## config.mk

```make
export PLATFORM = sky130hd
export DESIGN_NAME = keypad_scan
export DESIGN_NICKNAME = d
export VERILOG_FILES = /design/src/rtl/keypad_scan.sv
export SDC_FILE = /design/constraint.sdc
export NUM_CORES = 1
export LEC_CHECK = 0
export CORE_ASPECT_RATIO = 0.75
export CORE_MARGIN = 1
export CORE_UTILIZATION = 45
export CTS_CLUSTER_DIAMETER = 100
export DETAILED_ROUTE_END_ITERATION = 6
export DONT_BUFFER_PORTS = 1
export SYNTH_ARGS = -nofsm -noshare
export SYNTH_HDL_FRONTEND = slang
export SYNTH_SLANG_ARGS = --single-unit
```

## constraint.sdc

```tcl
create_clock -name CLK -period 7.86 [get_ports CLK]
set_clock_uncertainty 0.05 [all_clocks]
set_input_delay 1.572 -clock CLK [delete_from_list [all_inputs] [get_ports CLK]]
set_output_delay 1.572 -clock CLK [all_outputs]
set_load 0.01 [all_outputs]
```

## src/rtl/keypad_scan.sv

```systemverilog
// keypad_scan: scans a 4x4 active-low matrix keypad, debounces whole scan frames
// and emits exactly one PRESS/ENTER/CLEAR strobe per physical keystroke.
module keypad_scan #(
  parameter int SCAN_DIV = 250,
  parameter int DEBOUNCE = 4
) (
  input  logic       CLK,
  input  logic       RESET,
  input  logic [3:0] ROW,
  output logic [3:0] COL,
  output logic [3:0] CODE,
  output logic       PRESS,
  output logic       ENTER,
  output logic       CLEAR
);

  localparam int            DW       = (SCAN_DIV > 1) ? $clog2(SCAN_DIV) : 1;
  localparam logic [DW-1:0] DIV_LAST = DW'(SCAN_DIV - 1);
  localparam logic [3:0]    DEB_N    = 4'(DEBOUNCE);

  typedef enum logic [1:0] {S_IDLE, S_DEB, S_HELD, S_REL} state_t;
  typedef enum logic [1:0] {K_DIGIT, K_ENTER, K_CLEAR, K_NONE} kind_t;

  function automatic logic [4:0] popcnt16(input logic [15:0] v);
    logic [4:0] n;
    n = '0;
    for (int i = 0; i < 16; i++) n = n + {4'b0000, v[i]};
    return n;
  endfunction

  function automatic logic [3:0] first_idx(input logic [15:0] v);
    logic [3:0] idx;
    idx = '0;
    for (int i = 15; i >= 0; i--) if (v[i]) idx = 4'(i);
    return idx;
  endfunction

  // Key index is row*4 + col.
  function automatic kind_t key_kind(input logic [3:0] idx);
    kind_t k;
    case (idx)
      4'd3, 4'd7, 4'd11, 4'd15: k = K_NONE;
      4'd12:                    k = K_CLEAR;
      4'd14:                    k = K_ENTER;
      default:                  k = K_DIGIT;
    endcase
    return k;
  endfunction

  function automatic logic [3:0] key_digit(input logic [3:0] idx);
    logic [3:0] d;
    case (idx)
      4'd0:    d = 4'd1;
      4'd1:    d = 4'd2;
      4'd2:    d = 4'd3;
      4'd4:    d = 4'd4;
      4'd5:    d = 4'd5;
      4'd6:    d = 4'd6;
      4'd8:    d = 4'd7;
      4'd9:    d = 4'd8;
      4'd10:   d = 4'd9;
      default: d = 4'd0;
    endcase
    return d;
  endfunction

  logic [3:0]    row_s1_q, row_s2_q;
  logic [DW-1:0] div_q, div_d;
  logic [1:0]    col_idx_q, col_idx_d;
  logic [3:0]    col_q;
  logic [15:0]   mask_q, mask_d, hits;
  logic          sample, frame_end;

  state_t        state_q;
  logic [3:0]    cand_q, cnt_q, cnt_inc;
  logic [3:0]    code_q;
  logic          press_q, enter_q, clear_q;

  logic [4:0]    nkeys;
  logic          single, empty;
  logic [3:0]    key;
  kind_t         kind;
  logic          accept;

  // Two-flop synchroniser for the asynchronous row inputs
  always_ff @(posedge CLK or negedge RESET) begin
    if (!RESET) begin
      row_s1_q <= 4'hF;
      row_s2_q <= 4'hF;
    end else begin
      row_s1_q <= ROW;
      row_s2_q <= row_s1_q;
    end
  end

  assign sample    = (div_q == DIV_LAST);
  assign frame_end = sample && (col_idx_q == 2'd3);
  assign div_d     = sample ? '0 : div_q + 1'b1;
  assign col_idx_d = sample ? col_idx_q + 2'd1 : col_idx_q;

  // Crossings seen in the current column; col0 starts a fresh frame map.
  always_comb begin
    hits = '0;
    for (int r = 0; r < 4; r++)
      for (int c = 0; c < 4; c++)
        hits[r*4 + c] = (col_idx_q == 2'(c)) && !row_s2_q[r];
    mask_d = ((col_idx_q == 2'd0) ? 16'h0000 : mask_q) | hits;
  end

  always_ff @(posedge CLK or negedge RESET) begin
    if (!RESET) begin
      div_q     <= '0;
      col_idx_q <= 2'd0;
      col_q     <= 4'b1110;
      mask_q    <= '0;
    end else begin
      div_q     <= div_d;
      col_idx_q <= col_idx_d;
      col_q     <= ~(4'b0001 << col_idx_d);
      if (sample) mask_q <= mask_d;
    end
  end

  assign nkeys   = popcnt16(mask_d);
  assign single  = (nkeys == 5'd1);
  assign empty   = (nkeys == 5'd0);
  assign key     = first_idx(mask_d);
  assign kind    = key_kind(key);
  assign cnt_inc = (cnt_q == 4'hF) ? cnt_q : cnt_q + 4'd1;

  always_comb begin
    accept = 1'b0;
    if (frame_end && single) begin
      case (state_q)
        S_IDLE:  accept = (DEB_N == 4'd1);
        S_DEB:   accept = (key == cand_q) && (cnt_inc >= DEB_N);
        default: accept = 1'b0;
      endcase
    end
  end

  // Press/release tracker, advanced once per frame at the col3 sample
  always_ff @(posedge CLK or negedge RESET) begin
    if (!RESET) begin
      state_q <= S_IDLE;
      cand_q  <= '0;
      cnt_q   <= '0;
      code_q  <= '0;
      press_q <= 1'b0;
      enter_q <= 1'b0;
      clear_q <= 1'b0;
    end else begin
      press_q <= accept && (kind == K_DIGIT);
      enter_q <= accept && (kind == K_ENTER);
      clear_q <= accept && (kind == K_CLEAR);
      if (accept && (kind == K_DIGIT)) code_q <= key_digit(key);
      if (frame_end) begin
        case (state_q)
          S_IDLE: begin
            if (single) begin
              cand_q  <= key;
              cnt_q   <= 4'd1;
              state_q <= (DEB_N == 4'd1) ? S_HELD : S_DEB;
            end
          end
          S_DEB: begin
            if (single && (key == cand_q)) begin
              if (cnt_inc >= DEB_N) begin
                cnt_q   <= '0;
                state_q <= S_HELD;
              end else begin
                cnt_q <= cnt_inc;
              end
            end else if (single) begin
              cand_q <= key;
              cnt_q  <= 4'd1;
            end else begin
              cnt_q   <= '0;
              state_q <= S_IDLE;
            end
          end
          S_HELD: begin
            if (empty) begin
              cnt_q   <= (DEB_N == 4'd1) ? 4'd0 : 4'd1;
              state_q <= (DEB_N == 4'd1) ? S_IDLE : S_REL;
            end
          end
          S_REL: begin
            if (empty) begin
              if (cnt_inc >= DEB_N) begin
                cnt_q   <= '0;
                state_q <= S_IDLE;
              end else begin
                cnt_q <= cnt_inc;
              end
            end else begin
              cnt_q   <= '0;
              state_q <= S_HELD;
            end
          end
          default: state_q <= S_IDLE;
        endcase
      end
    end
  end

  assign COL   = col_q;
  assign CODE  = code_q;
  assign PRESS = press_q;
  assign ENTER = enter_q;
  assign CLEAR = clear_q;

endmodule

```

==> results of run 1 <==
-- logic make-up (layout without fill, tap and decap cells) --
logic type,Yosys count,count (layout),synth area share
AND/OR/NAND/NOR,101,101,0.1593
AO/OA/AOI/OAI,79,79,0.1892
XOR/XNOR,6,6,0.01514
multiplexers,21,21,0.07243
adder cells (fa/ha/maj),26,26,0.1132
flip-flops,55,55,0.4004
buffers and inverters,41,40,0.05045
-- per-layer routing --
| layer | vias to the layer above | track usage |
|---|---|---|
| met1 | 1184 | 0.3041 |
| met4 | 0 | 0.06620 |
| met3 | 6 | 0.03473 |
| li1 | 1167 | - |
| met2 | 39 | 0.2815 |
| met5 | - | 0 |
-- worst reg2reg max path, cell delays in order (launching register included) --
cell	delay (ns)
sky130_fd_sc_hd__dfrtp_1	0.45
sky130_fd_sc_hd__inv_1	0.10
sky130_fd_sc_hd__ha_1	0.27
sky130_fd_sc_hd__buf_4	0.31
sky130_fd_sc_hd__nor2b_1	0.10
sky130_fd_sc_hd__or2_2	0.32
sky130_fd_sc_hd__fa_1	0.51
sky130_fd_sc_hd__fa_1	0.43
sky130_fd_sc_hd__fa_1	0.52
sky130_fd_sc_hd__inv_1	0.05
sky130_fd_sc_hd__fa_1	0.48
sky130_fd_sc_hd__inv_1	0.04
sky130_fd_sc_hd__ha_1	0.20
sky130_fd_sc_hd__fa_1	0.39
sky130_fd_sc_hd__or2_0	0.21
sky130_fd_sc_hd__a2111oi_1	0.78
sky130_fd_sc_hd__nand3_1	0.20
sky130_fd_sc_hd__nor3_1	0.23
sky130_fd_sc_hd__and4_4	0.30
sky130_fd_sc_hd__mux2_4	0.30
-- synthesized netlist by cell type, types with 2 or more instances --
cell,number
sky130_fd_sc_hd__and2_1,3
sky130_fd_sc_hd__a31oi_1,3
sky130_fd_sc_hd__fa_1,9
sky130_fd_sc_hd__buf_2,2
sky130_fd_sc_hd__nand3_1,9
sky130_fd_sc_hd__o21ai_0,11
sky130_fd_sc_hd__dfrtp_1,44
sky130_fd_sc_hd__ha_1,17
sky130_fd_sc_hd__o22a_1,7
sky130_fd_sc_hd__o41ai_1,2
sky130_fd_sc_hd__mux2_2,9
sky130_fd_sc_hd__nor4_1,3
sky130_fd_sc_hd__clkbuf_1,4
sky130_fd_sc_hd__a22o_1,4
sky130_fd_sc_hd__or3_1,2
sky130_fd_sc_hd__nor3_1,4
sky130_fd_sc_hd__nand2_1,15
sky130_fd_sc_hd__a2bb2oi_1,2
sky130_fd_sc_hd__o21a_1,2
sky130_fd_sc_hd__o22ai_1,5
sky130_fd_sc_hd__a211o_1,2
sky130_fd_sc_hd__and3_1,3
sky130_fd_sc_hd__xnor2_1,3
sky130_fd_sc_hd__o211ai_1,2
sky130_fd_sc_hd__inv_1,29
sky130_fd_sc_hd__or2_1,2
sky130_fd_sc_hd__buf_6,2
sky130_fd_sc_hd__a21oi_1,13
sky130_fd_sc_hd__o2bb2ai_1,3
sky130_fd_sc_hd__buf_1,2
sky130_fd_sc_hd__nor2_1,31
sky130_fd_sc_hd__nand2b_1,6
sky130_fd_sc_hd__o31ai_1,3
sky130_fd_sc_hd__xor2_1,3
sky130_fd_sc_hd__mux2_4,6
sky130_fd_sc_hd__o21bai_1,2
sky130_fd_sc_hd__nand4_1,3
sky130_fd_sc_hd__a21o_1,2
sky130_fd_sc_hd__mux2i_1,6
sky130_fd_sc_hd__nor2b_1,6
sky130_fd_sc_hd__or2_2,3
sky130_fd_sc_hd__dfstp_2,11
-- worst paths after layout --
check,startpoint,endpoint,slack [ns],depth (start not counted)
max,col_idx_q[0]$_DFF_PN0_,CODE[2]$_DFFE_PN0P_,1.52,19
min,row_s1_q[1]$_DFF_PN1_,row_s2_q[1]$_DFF_PN1_,0.31,0
max reg2reg,col_idx_q[0]$_DFF_PN0_,CODE[2]$_DFFE_PN0P_,1.52,19
min in group asynchronous,RESET,mask_q[0]$_DFFE_PN0N_,0.87,0
min reg2reg,row_s1_q[1]$_DFF_PN1_,row_s2_q[1]$_DFF_PN1_,0.31,0
max in group asynchronous,RESET,row_s2_q[0]$_DFF_PN1_,6.70,0
-- flip-flops by register name, indices dropped and copies added, names as in the netlist, 4 cells and up --
register and flops:
CODE 4, div_q 8, mask_q 16, row_s2_q 4, cnt_q 4, row_s1_q 4, cand_q 4, COL 4
-- power by group --
| group | switching (W) | internal (W) | leakage (nW) | total [W] |
|---|---|---|---|---|
| registers | 0.00000289 | 0.000287 | 0.716 | 0.000290 |
| logic | 0.0000184 | 0.0000123 | 0.859 | 0.0000307 |
| clock network | 0.000102 | 0.0000967 | 0.0587 | 0.000199 |
-- area by class of cell --
cell class	instances	share of cell area
multi-input combinational	233	0.5200
inverter	30	0.03071
sequential	55	0.3791
clock buffer	5	0.01876
timing repair buffer	2	0.004094
clock inverter	3	0.01296
tap	101	0.03446
-- metrics by stage --
stage,hold slack (ns),area (sq um),total power [W],util,instances
floorplan,0.2952,3472,0.0003189,-,329
global placement,0.2967,3551,0.0003244,0.4800,421
detailed placement,0.2982,3551,0.0003256,0.4800,421
CTS,0.3141,3667,0.0005284,0.4957,429
global route,0.3168,3667,0.0005434,0.4957,429
finish,0.3119,3667,0.0005192,0.4957,429
==> impl_metrics.py, run 1 <==
metrics = {
    "layout": {
        "commonest_non_fill_non_tap_cell_in_the_layout": "sky130_fd_sc_hd__dfrtp_1",
        "synthToLayoutAreaGrowth_pct": 5.622,
        "final-seq-area_sq_mm": 0.001390,
        "final_net_count": 359,
        "fill_cells": 659,
        "antennaDiodeCount": 0,
        "multi_input_comb_area_sq_mm": 0.001907,
        "most-common-layout-cells": "44 x sky130_fd_sc_hd__dfrtp_1, 31 x sky130_fd_sc_hd__nor2_1, 29 x sky130_fd_sc_hd__inv_1, 17 x sky130_fd_sc_hd__ha_1, 15 x sky130_fd_sc_hd__nand2_1",
        "drive_above_1_share": 0.1707,
    },
    "power": {
        "ir_drop_v": 0.00007969,
        "p_leak_nw": 1.634,
        "power.density_cell_area_mw_per_mm2": 141.6,
    },
    "worst_setup_path": {
        "critical_path.endpoint_type": "register",
        "setup.worst_path.start_class": "register",
        "cp_common_cell": "sky130_fd_sc_hd__fa_1",
        "buf_inv_stages_crit_path": 4,
        "critical_path.cell_chain": "inv_1 -> ha_1 -> buf_4 -> nor2b_1 -> or2_2 -> fa_1 -> fa_1 -> fa_1 -> inv_1 -> fa_1 -> inv_1 -> ha_1 -> fa_1 -> or2_0 -> a2111oi_1 -> nand3_1 -> nor3_1 -> and4_4 -> mux2_4",
        "max_stage_delay_ns": 0.78,
        "critPathKind": "reg -> reg",
        "crit_slowest_cell": "sky130_fd_sc_hd__a2111oi_1",
        "crit_fanout": 23,
        "cp_data_required_time_ns": 8.03,
        "timing.critical_path.max_delay_family": "adder cells",
        "worst_ep_arrival_time_ns": 6.51,
    },
    "route": {
        "ant_nets": 0,
        "firstDrtPassIters": 6,
        "detailroute.via_count": 2396,
        "total_met2_wirelength_after_detailed_routing_mm": 2.993,
        "routedLengthMet1_mm": 3.704,
        "maxUsedRoutingLayer": "met4",
        "vias_per_cell": 5.585,
        "post-route-drc-count": 0,
        "drt_wl_total_mm": 7.053,
        "avgRoutedWirePerCell_um": 16.44,
        "routed-wl-met3_um": 256,
        "number_of_drc_violations_after_detailed_routing_iteration_0": 142,
    },
    "min_path": {
        "hp-class": "reg -> reg",
    },
    "logic_synthesis": {
        "yosysWarningCount": 0,
        "synthDominantCellAreaShare": 0.3171,
        "synth_area_leaders": "sky130_fd_sc_hd__dfrtp_1 32%, sky130_fd_sc_hd__dfstp_2 8.3%, sky130_fd_sc_hd__ha_1 6.1%",
        "synth_seq_cells": 55,
        "synth_edf_count": 0,
        "synth.distinct_cells": 71,
        "netlist_instances": 329,
        "synth_async_sr_flop_share": 1.000,
        "synth_ff_type": "sky130_fd_sc_hd__dfrtp_1",
        "netlist_area_sq_mm": 0.003472,
        "yosysSeqAreaShare": 0.4004,
        "synth_area_per_cell_sq_um": 10.55,
        "synth_largest_area_cell": "sky130_fd_sc_hd__dfrtp_1",
        "syn-num-nets": 361,
    },
    "die": {
        "die-width_um": 103.4,
        "design.die.area_sq_mm": 0.008075,
        "number_of_placement_rows": 27,
        "starting_utilization_of_the_core_area": 0.4693,
        "core_region_area_sq_mm": 0.007398,
        "io_pins": 17,
        "die_height_um": 78.07,
    },
    "grt": {
        "antenna_violations_before_repair": 0,
        "grt_remaining_overflow": 0,
        "first_pass_grt_wire_length_mm": 12.14,
        "largest_net_degree_at_the_start_of_global_routing": 56,
        "grt_pass1_vias": 2353,
        "track_usage": 0.1991,
    },
    "cts": {
        "cts_inserted_buffers": 5,
        "clock_tree.buffer_depth": 2,
        "cts.reportedPaths.clkPinSlew_ns": 0.11,
        "tritoncts_num_sinks": 55,
        "cts_repair_resizes": 0,
        "post_cts_hold_buffer_count": 0,
        "post_cts.repair.setup_buffers": 0,
        "clock_latency_ns": 0.33,
        "tritoncts": "built",
        "clockRootBuffer": "sky130_fd_sc_hd__clkbuf_8",
        "cts-htree-levels": 2,
    },
    "place": {
        "placement.setup.worst_slack_ns": 1.575,
        "globalplace.congestion": 0.8201,
        "buffer_ports.inserted": 0,
        "dpl.hpwl_mm": 5.210,
    },
    "timing": {
        "final_critical_path_setup_slack_ns": 1.518,
        "grt_setup_unrepaired": "no",
        "timing.final.hold_violations": 0,
        "setup-tns-final_ns": 0,
        "maxSlewHeadroom": 0.4540,
        "period_needed_ns": 6.342,
        "fmax_mhz": 157.7,
        "tightest_slew_ns": 0.8169,
        "report.final.slew_viol_count": 0,
        "finalSetupViolations": 0,
        "layout_worst_path_cycle_share": 0.8069,
    },
    "flow_run": {
        "drv_cap": 0,
    },
    "outcome": {
        "status": "complete, no violations",
    },
}
(Power assumes the default switching activity.)
==> run 2, diff against run 1 <==
clock period = 6.55 ns   (was 7.86 ns; I/O delays follow)
==> run 2 against run 1 <==
Die area unchanged; utilization barely moved; sequential power is 20% higher; cell count grew 0.47%; critical path depth is 2 higher; cell area about the same; wire length down 4.6%; combinational power up 24%; critical path type unchanged; largest cell class unchanged; highest routed layer unchanged.
==> impl_metrics.py, run 2 (same netlist as run 1, synthesis figures left out) <==
metrics = {
    "cts": {
        "tritoncts_num_sinks": 55,
        "clock_latency_ns": 0.32,
        "post_cts.repair.setup_buffers": 0,
        "clockRootBuffer": "sky130_fd_sc_hd__clkbuf_8",
        "cts.reportedPaths.clkPinSlew_ns": 0.09,
        "clock_tree.buffer_depth": 2,
        "cts_repair_resizes": 0,
        "tritoncts": "built",
        "cts_inserted_buffers": 5,
        "post_cts_hold_buffer_count": 0,
        "cts-htree-levels": 2,
    },
    "place": {
        "place_area_sq_mm": 0.003566,
        "placement.setup.worst_slack_ns": 0.6617,
        "buffer_ports.inserted": 0,
        "dpl.hpwl_mm": 5.018,
        "globalplace.congestion": 0.7870,
    },
    "layout": {
        "top_register": "mask_q",
        "synthToLayoutAreaGrowth_pct": 5.586,
        "fill_cells": 683,
        "antennaDiodeCount": 0,
        "fin_util": 0.4955,
        "top_regs": "mask_q x16, div_q x8",
        "final_net_count": 361,
        "most-common-layout-cells": "44 x sky130_fd_sc_hd__dfrtp_1, 31 x sky130_fd_sc_hd__nor2_1, 29 x sky130_fd_sc_hd__inv_1, 17 x sky130_fd_sc_hd__ha_1, 15 x sky130_fd_sc_hd__nand2_1",
        "postLayoutCellArea_sq_mm": 0.003666,
        "commonest_non_fill_non_tap_cell_in_the_layout": "sky130_fd_sc_hd__dfrtp_1",
        "drive_above_1_share": 0.1727,
        "largest_register_ff_count": 16,
    },
    "timing": {
        "tightest_slew_ns": 0.6739,
        "maxSlewHeadroom": 0.5460,
        "layout_worst_path_cycle_share": 0.9046,
        "finalSetupViolations": 0,
        "timing.final.hold_violations": 0,
        "final_critical_path_setup_slack_ns": 0.6249,
        "period_needed_ns": 5.925,
        "report.final.slew_viol_count": 0,
        "grt_setup_unrepaired": "no",
        "fmax_mhz": 168.8,
        "setup-tns-final_ns": 0,
    },
    "route": {
        "ant_nets": 0,
        "avgRoutedWirePerCell_um": 15.61,
        "detailroute.via_count": 2369,
        "post-route-drc-count": 0,
        "firstDrtPassIters": 4,
        "number_of_drc_violations_after_detailed_routing_iteration_0": 134,
        "vias_per_cell": 5.497,
        "drt_wl_total_mm": 6.727,
    },
    "die": {
        "design.die.area_sq_mm": 0.008075,
        "starting_utilization_of_the_core_area": 0.4693,
        "io_pins": 17,
        "core_region_area_sq_mm": 0.007398,
        "die-width_um": 103.4,
        "number_of_placement_rows": 27,
        "die_height_um": 78.07,
    },
    "grt": {
        "largest_net_degree_at_the_start_of_global_routing": 56,
        "track_usage": 0.1918,
        "first_pass_grt_wire_length_mm": 11.76,
        "grt_pass1_vias": 2349,
        "antenna_violations_before_repair": 0,
        "grt_remaining_overflow": 0,
    },
    "power": {
        "p_total_w": 0.0005936,
        "comb_power_share": 0.064,
        "cellInternalPower_w": 0.0004568,
        "netSwitchingPower_w": 0.0001368,
        "power.switching_fraction": 0.2305,
        "p_leak_nw": 1.636,
        "power.density_cell_area_mw_per_mm2": 161.9,
        "pwr-share-clk": 0.351,
        "power.share.sequential": 0.585,
        "ir_drop_v": 0.00007796,
    },
    "flow_run": {
        "drv_cap": 0,
    },
    "worst_setup_path": {
        "critical_path.endpoint_type": "register",
        "worst_ep_arrival_time_ns": 6.09,
        "critPathKind": "reg -> reg",
        "cp_data_required_time_ns": 6.71,
        "crit_fanout": 8,
        "setup.worst_path.start_class": "register",
    },
    "outcome": {
        "status": "complete, no violations",
    },
    "min_path": {
        "hp-class": "reg -> reg",
    },
}
[run 2: final timing paths]
| check | startpoint | to | slack, ns | cells after the start |
|---|---|---|---|---|
| max | col_idx_q[0]$_DFF_PN0_ | CODE[2]$_DFFE_PN0P_ | 0.62 | 21 |
| min | row_s1_q[1]$_DFF_PN1_ | row_s2_q[1]$_DFF_PN1_ | 0.31 | 0 |
| max reg2reg | col_idx_q[0]$_DFF_PN0_ | CODE[2]$_DFFE_PN0P_ | 0.62 | 21 |
| min reg2reg | row_s1_q[1]$_DFF_PN1_ | row_s2_q[1]$_DFF_PN1_ | 0.31 | 0 |
| max in group asynchronous | RESET | COL[3]$_DFF_PN1_ | 5.63 | 0 |
| min in group asynchronous | RESET | cnt_q[0]$_DFFE_PN0P_ | 0.62 | 0 |
[run 2: stage by stage]
stage	hold WS, ns	cells
3_5_place_dp	0.2968	423
6_report	0.3105	431
3_3_place_gp	0.2969	423
2_1_floorplan	0.2952	329
4_1_cts	0.3120	431
5_1_grt	0.3189	431
[run 2: layer usage]
layer	track usage	part of all wire	wire length, um
met3	0.03651	0.043	290
met1	0.3009	0.55	3723
met5	0	0	0
met2	0.2629	0.39	2627
met4	0.05634	0.013	85
[run 2: power groups by stage]
stage               combinational, W  clock (W)  sequential (W)
floorplan                  0.0000312          0        0.000352
global placement           0.0000372          0        0.000354
detailed placement         0.0000378          0        0.000354
CTS                        0.0000381   0.000217        0.000347
global route               0.0000432   0.000229        0.000348
finish                     0.0000381   0.000208        0.000347
[run 2: worst max-delay path: stages (launching register included)]
cell,delay [ns]
sky130_fd_sc_hd__dfrtp_1,0.41
sky130_fd_sc_hd__inv_1,0.08
sky130_fd_sc_hd__ha_1,0.24
sky130_fd_sc_hd__buf_4,0.18
sky130_fd_sc_hd__nor2b_1,0.13
sky130_fd_sc_hd__a21oi_1,0.21
sky130_fd_sc_hd__inv_1,0.10
sky130_fd_sc_hd__fa_1,0.57
sky130_fd_sc_hd__fa_1,0.44
sky130_fd_sc_hd__fa_1,0.51
sky130_fd_sc_hd__inv_1,0.05
sky130_fd_sc_hd__fa_1,0.48
sky130_fd_sc_hd__inv_1,0.05
sky130_fd_sc_hd__ha_1,0.20
sky130_fd_sc_hd__fa_1,0.38
sky130_fd_sc_hd__or2_0,0.21
sky130_fd_sc_hd__a2111oi_1,0.40
sky130_fd_sc_hd__buf_4,0.20
sky130_fd_sc_hd__nand3_1,0.11
sky130_fd_sc_hd__nor3_1,0.21
sky130_fd_sc_hd__and4_4,0.30
sky130_fd_sc_hd__mux2_4,0.31
[run 2: final cells by class]
cell class / count / area (sq um) / share of cell area
Multi-Input combinational cell: 233 / 1907 / 0.5201
Sequential cell: 55 / 1390 / 0.3792
Tap cell: 101 / 126.4 / 0.03447
Inverter: 30 / 112.6 / 0.03072
Clock buffer: 8 / 100.1 / 0.02730
Timing Repair Buffer: 4 / 30.03 / 0.008191
